--- config.mk ---
export PLATFORM = sky130hd
export DESIGN_NAME = bcd_to_binary_flat
export DESIGN_NICKNAME = d
export VERILOG_FILES = /design/src/rtl/bcd_to_binary_pkg.sv /design/src/rtl/bcd_to_binary_if.sv /design/src/rtl/bcd_digit_adjust.sv /design/src/rtl/bcd_to_binary.sv /design/src/flat_wrapper.sv
export SDC_FILE = /design/constraint.sdc
export NUM_CORES = 1
export LEC_CHECK = 0
export CORE_ASPECT_RATIO = 1.25
export CORE_MARGIN = 5
export CORE_UTILIZATION = 53
export DETAILED_ROUTE_END_ITERATION = 10
export GPL_ROUTABILITY_DRIVEN = 0
export PLACE_DENSITY = 0.79
export RECOVER_POWER = 50
export SLEW_MARGIN = 10
export SYNTH_ARGS = -nofsm -noshare
export SYNTH_HDL_FRONTEND = slang
export SYNTH_SLANG_ARGS = --single-unit
export TNS_END_PERCENT = 20
--- constraint.sdc ---
create_clock -name clk_i -period 2 [get_ports clk_i]
set_input_delay 0.3 -clock clk_i [delete_from_list [all_inputs] [get_ports clk_i]]
set_output_delay 0.3 -clock clk_i [all_outputs]
set_load 0.005 [all_outputs]
--- src/rtl/bcd_to_binary_pkg.sv ---
// bcd_to_binary_pkg: shared constants, state encoding and width helper for the BCD-to-binary converter.
package bcd_to_binary_pkg;
    localparam int         DIGIT_W    = 4;
    localparam logic [3:0] ADJ_THRESH = 4'd8;
    localparam logic [3:0] ADJ_CORR   = 4'd3;
    localparam logic [3:0] DIGIT_MAX  = 4'd9;

    typedef enum logic {IDLE = 1'b0, BUSY = 1'b1} state_e;

    // Smallest binary width able to hold 10^digits - 1.
    function automatic int bits_for_digits(input int digits);
        longint unsigned v = 1;
        for (int k = 0; k < digits; k++) v = v * 10;
        return $clog2(v);
    endfunction
endpackage

--- src/rtl/bcd_to_binary_if.sv ---
// bcd_to_binary_if: start/done/clock-enable handshake and data bus of the BCD-to-binary converter.
interface bcd_to_binary_if #(
    parameter int BCD_DIGITS_IN_PP = 5,
    parameter int BITS_OUT_PP      = 17
);
    logic                          ce_i;
    logic                          start_i;
    logic [4*BCD_DIGITS_IN_PP-1:0] dat_bcd_i;
    logic [BITS_OUT_PP-1:0]        dat_binary_o;
    logic                          done_o;
    logic                          err_o;

    modport master (output ce_i, start_i, dat_bcd_i, input dat_binary_o, done_o, err_o);
    modport slave  (input ce_i, start_i, dat_bcd_i, output dat_binary_o, done_o, err_o);
endinterface

--- src/rtl/bcd_digit_adjust.sv ---
// bcd_digit_adjust: per-digit reverse double-dabble correction (subtract 3 when >= 8).
// With BCD_TO_BINARY_CHECK_EN defined it also flags a raw digit above 9.
module bcd_digit_adjust
    import bcd_to_binary_pkg::*;
(
    input  logic [DIGIT_W-1:0] dig_i,
    output logic [DIGIT_W-1:0] dig_o
`ifdef BCD_TO_BINARY_CHECK_EN
    ,
    input  logic [DIGIT_W-1:0] chk_i,
    output logic               bad_o
`endif
);
    assign dig_o = dig_i >= ADJ_THRESH ? dig_i - ADJ_CORR : dig_i;
`ifdef BCD_TO_BINARY_CHECK_EN
    assign bad_o = chk_i > DIGIT_MAX;
`endif
endmodule

--- src/rtl/bcd_to_binary.sv ---
// bcd_to_binary: sequential packed-BCD to unsigned binary converter, one shift/adjust step per enabled clock.
// Optional invalid-digit detection is built when BCD_TO_BINARY_CHECK_EN is defined.
module bcd_to_binary
    import bcd_to_binary_pkg::*;
#(
    parameter int BCD_DIGITS_IN_PP   = 5,
    parameter int BITS_OUT_PP        = 17,
    parameter int BIT_COUNT_WIDTH_PP = 5
) (
    input logic             clk_i,
    input logic             rst_i,
    bcd_to_binary_if.slave  s_if
);
    localparam int BCD_W = DIGIT_W * BCD_DIGITS_IN_PP;
    localparam logic [BIT_COUNT_WIDTH_PP-1:0] LAST = BIT_COUNT_WIDTH_PP'(BITS_OUT_PP - 1);

    state_e                        state_q, state_d;
    logic [BCD_W-1:0]              bcd_q, bcd_d, bcd_sh, bcd_adj;
    logic [BITS_OUT_PP-1:0]        bin_q, bin_d, bin_sh, res_q, res_d;
    logic [BIT_COUNT_WIDTH_PP-1:0] cnt_q, cnt_d;
    logic                          bad_q, bad_d, err_q, err_d;
    logic                          cap, stp, fin, cap_bad;

    // {bcd, bin} shifted right as one word; the BCD LSB enters the binary MSB.
    assign bcd_sh = bcd_q >> 1;
    assign bin_sh = {bcd_q[0], bin_q[BITS_OUT_PP-1:1]};

`ifdef BCD_TO_BINARY_CHECK_EN
    logic [BCD_DIGITS_IN_PP-1:0] dig_bad;
    for (genvar i = 0; i < BCD_DIGITS_IN_PP; i++) begin : g_dig
        bcd_digit_adjust u_adj (
            .dig_i (bcd_sh[i*DIGIT_W +: DIGIT_W]),
            .dig_o (bcd_adj[i*DIGIT_W +: DIGIT_W]),
            .chk_i (s_if.dat_bcd_i[i*DIGIT_W +: DIGIT_W]),
            .bad_o (dig_bad[i])
        );
    end
    assign cap_bad = |dig_bad;
`else
    for (genvar i = 0; i < BCD_DIGITS_IN_PP; i++) begin : g_dig
        bcd_digit_adjust u_adj (
            .dig_i (bcd_sh[i*DIGIT_W +: DIGIT_W]),
            .dig_o (bcd_adj[i*DIGIT_W +: DIGIT_W])
        );
    end
    assign cap_bad = 1'b0;
`endif

    assign cap = state_q == IDLE && s_if.start_i;
    assign stp = state_q == BUSY && s_if.ce_i;
    assign fin = stp && cnt_q == LAST;

    always_comb begin
        state_d = cap ? BUSY : fin ? IDLE : state_q;
        bcd_d   = cap ? s_if.dat_bcd_i : stp ? bcd_adj : bcd_q;
        bin_d   = cap ? '0 : stp ? bin_sh : bin_q;
        cnt_d   = cap ? '0 : stp ? cnt_q + 1'b1 : cnt_q;
        bad_d   = cap ? cap_bad : bad_q;
        err_d   = cap ? 1'b0 : fin ? bad_q : err_q;
        res_d   = fin ? (bad_q ? '0 : bin_sh) : res_q;
    end

    always_ff @(posedge clk_i or posedge rst_i) begin
        if (rst_i) begin
            state_q <= IDLE;
            bcd_q   <= '0;
            bin_q   <= '0;
            cnt_q   <= '0;
            bad_q   <= 1'b0;
            err_q   <= 1'b0;
            res_q   <= '0;
        end else begin
            state_q <= state_d;
            bcd_q   <= bcd_d;
            bin_q   <= bin_d;
            cnt_q   <= cnt_d;
            bad_q   <= bad_d;
            err_q   <= err_d;
            res_q   <= res_d;
        end
    end

    assign s_if.dat_binary_o = res_q;
    assign s_if.done_o       = state_q == IDLE;
    assign s_if.err_o        = err_q;
endmodule

--- src/flat_wrapper.sv ---
// flat-port wrapper written by rule: the top's interface ports become plain ports
module bcd_to_binary_flat import bcd_to_binary_pkg::*;
#(
    parameter int BCD_DIGITS_IN_PP   = 5,
    parameter int BITS_OUT_PP        = 17,
    parameter int BIT_COUNT_WIDTH_PP = 5
)
  (clk_i, rst_i, s_if_ce_i, s_if_start_i, s_if_dat_bcd_i, s_if_dat_binary_o, s_if_done_o, s_if_err_o);
  bcd_to_binary_if #(.BCD_DIGITS_IN_PP(BCD_DIGITS_IN_PP), .BITS_OUT_PP(BITS_OUT_PP)) s_if_i ();
  input logic clk_i;
  input logic rst_i;
  input wire logic [$bits(s_if_i.ce_i)-1:0] s_if_ce_i;
  input wire logic [$bits(s_if_i.start_i)-1:0] s_if_start_i;
  input wire logic [$bits(s_if_i.dat_bcd_i)-1:0] s_if_dat_bcd_i;
  output wire logic [$bits(s_if_i.dat_binary_o)-1:0] s_if_dat_binary_o;
  output wire logic [$bits(s_if_i.done_o)-1:0] s_if_done_o;
  output wire logic [$bits(s_if_i.err_o)-1:0] s_if_err_o;
  assign s_if_i.ce_i = s_if_ce_i;
  assign s_if_i.start_i = s_if_start_i;
  assign s_if_i.dat_bcd_i = s_if_dat_bcd_i;
  assign s_if_dat_binary_o = s_if_i.dat_binary_o;
  assign s_if_done_o = s_if_i.done_o;
  assign s_if_err_o = s_if_i.err_o;
  bcd_to_binary #(.BCD_DIGITS_IN_PP(BCD_DIGITS_IN_PP), .BITS_OUT_PP(BITS_OUT_PP), .BIT_COUNT_WIDTH_PP(BIT_COUNT_WIDTH_PP)) u_core (.clk_i(clk_i), .rst_i(rst_i), .s_if(s_if_i));
endmodule
==> metrics.txt <==
relative contribution of sequential cells to total power=0.465; Post-Syn Nets=266; core area=5040 um^2; via count of the first global-routing pass=1990; post-route minimum period=1.79 ns; net switching share of the total power=0.317; H-tree depth=3; highest attainable clock frequency=0.559 GHz; width of the chip=74.4 um; worst clock skew=0.00482 ns; standard-cell row count=29; worst-path maximum fanout=7; data required time of the critical path=1.70 ns; starting utilization of the core area=0.544; net switching power figure=0.00138 W; Setup TNS Final=0 ns; pins over their slew limit=0; setup repair after global routing missed its margin=false; nets=315; number of post-CTS setup repair buffers=0; Detail Route Antenna Nets=0; slew margin rel.=0.567; number of buffers inserted by port buffering=41; class of the worst hold path=in2async; Max-cap violations=0; antenna violations before repair=0; die boundary height=90.4 um; yosys synthesis warning count=0; Ports=43; Resized cells post-CTS=0; number of CTS-inserted buffers=9; overall via count from detail_route=1856; static leakage=1.68 nW; routed length per placed instance=16.0 um; Root Driver=sky130_fd_sc_hd__clkbuf_8; CTS clk-pin slew, worst paths=0.06 ns; cell-internal power=0.00297 W; drt pass-1 iters=4; global-route total usage across every layer=0.184; worst-margin pin slew=0.650 ns; clock group share of total power=0.243; worst hold-check slack=0.457 ns; # clock sinks=59; share of final-layout standard cells stronger than drive strength 1=0.154; Worst EP arrival=1.49 ns; antenna fix cells=0; sequential-to-total area share from yosys stat=0.538; proportion of power drawn by combinational gates=0.292; period utilisation layout=0.894; Cell variety after synth=29; area of the mapped netlist=2740 um^2; die area=6730 um^2; run status=finished, final reports clean; final WL=5550 um; routed via count divided by cell count=5.33; synthesis-stage register bit count=59; First DRT Iteration DRCs=135; mean cell area of the mapped netlist=11.8 um^2; Clock Latency Late Sink=0.33 ns; maximum number of pins on one net before global-route repair=37; final setup violation count=0; first-pass GRT wire length=9520 um; Critical Path Source=u_core.state_q; critical path capture point type=output pin; reg2reg setup slack=0.45 ns; half-perimeter wire length after placement=3640 um; number of standard cells after synthesis=232; detailed-route DRC error count=0; maximum vdd drop=0.673 mV; Final Hold Viols=0; path type of the worst setup path=reg2out; area overhead of the layout relative to synthesis=25.5%; buffer depth of the longest clock path=2; Reg-to-Reg Start=u_core.state_q; startpoint kind of the worst setup timing path=register; global route overflow=0; TritonCTS clock tree=done; PD cells=1260 nW/um^2; Post-CTS Hold Buffers=0
[worst paths after layout]
path / end / cells past startpoint
max in group asynchronous: u_core.bin_q[8] / 3
worst max register to register: u_core.s_if.dat_binary_o[1] / 4
worst min-delay path: u_core.s_if.dat_binary_o[16] / 2
worst min register to register: u_core.bcd_q[18] / 2
worst max-delay path: s_if_done_o / 2
min in group clk_i: u_core.bcd_q[18] / 2
[logic make-up (layout without fill, tap and decap cells)]
logic type               after synthesis  in the layout  synth area share
XOR/XNOR                               8              8            0.0255
adder cells (fa/ha/maj)               10             10            0.0456
multiplexers                          29             29             0.126
other                                  1              1           0.00137
AND/OR/NAND/NOR                       54             54            0.0958
flip-flops                            59             59             0.538
AO/OA/AOI/OAI                         44             44             0.121
buffers and inverters                 27             81            0.0465
[stage by stage]
step	total power, W	std cells	instance area [um^2]	setup slack, ns	utilization
CTS	0.00440	348	3470	0.202	0.688
floorplan	0.00281	232	2740	0.244	-
finish	0.00434	348	3440	0.212	0.683
global placement	0.00325	332	3280	0.186	0.650
detailed placement	0.00331	332	3280	0.169	0.650
global route	0.00466	348	3440	0.133	0.683
[sequential cells by signal, indices dropped and copies added, names as in the netlist]
register,cells
u_core.bcd_q,20
u_core.bin_q,16
u_core.cnt_q,5
u_core.s_if.dat_binary_o,17
u_core.state_q,1
[worst max-delay path: stages, from the launching register on]
cell,delay (ns)
sky130_fd_sc_hd__dfrtp_1,0.46
sky130_fd_sc_hd__inv_1,0.17
sky130_fd_sc_hd__clkdlybuf4s50_1,0.53
[synthesized netlist by cell type, drive strengths merged]
master,n,share of area
dfrtp,59,0.54
nand2,27,0.037
a22o,18,0.057
mux2,17,0.082
inv,13,0.018
mux2i,12,0.044
ha,10,0.046
o21ai,9,0.016
nand3,8,0.015
buf,7,0.019
clkbuf,7,0.0096
nand4,7,0.021
nor2,5,0.0068
nor2b,5,0.011
a31oi,4,0.0091
o211a,4,0.015
o211ai,4,0.011
xnor2,4,0.013
xor2,4,0.013
a22oi,3,0.0082
a21oi,1,0.0018
and2,1,0.0023
conb,1,0.0014
nand2b,1,0.0023
o21a,1,0.0027
[area by class of cell]
class                      count  area (um^2)
timing repair buffer          52          505
clock buffer                  10          138
clock inverter                 6         55.1
fill                         398         1600
sequential                    59         1480
multi-input combinational    146         1140
inverter                      13         48.8
tap                           62         77.6
[metal layers]
metal | track usage | vias up | wire [um]
met5 | 0 | - | 0
met4 | 0.0638 | 0 | 34
met3 | 0.0713 | 4 | 320
met2 | 0.268 | 47 | 2670
met1 | 0.252 | 902 | 2530
li1 | - | 903 | -
[power groups by stage]
stage	clock (W)	sequential, W	combinational [W]
2_1_floorplan	0	0.00192	0.000889
3_3_place_gp	0	0.00202	0.00123
3_5_place_dp	0	0.00202	0.00129
4_1_cts	0.00108	0.00202	0.00130
5_1_grt	0.00114	0.00208	0.00144
6_report	0.00106	0.00202	0.00127
[cell usage in the layout, fill, tap and decap left out, drive strengths merged]
cell type,instances
dfrtp,59
clkdlybuf4s50,40
nand2,27
a22o,18
mux2,17
clkbuf,14
inv,13
mux2i,12
ha,10
o21ai,9
nand3,8
nand4,7
buf,7
nor2,5
nor2b,5
clkinv,5
xor2,4
o211a,4
a31oi,4
xnor2,4
o211ai,4
a22oi,3
and2,1
a21oi,1
nand2b,1
o21a,1
conb,1
bufinv,1
dlygate4sd3,1
Power figures use the tool's default switching activity.
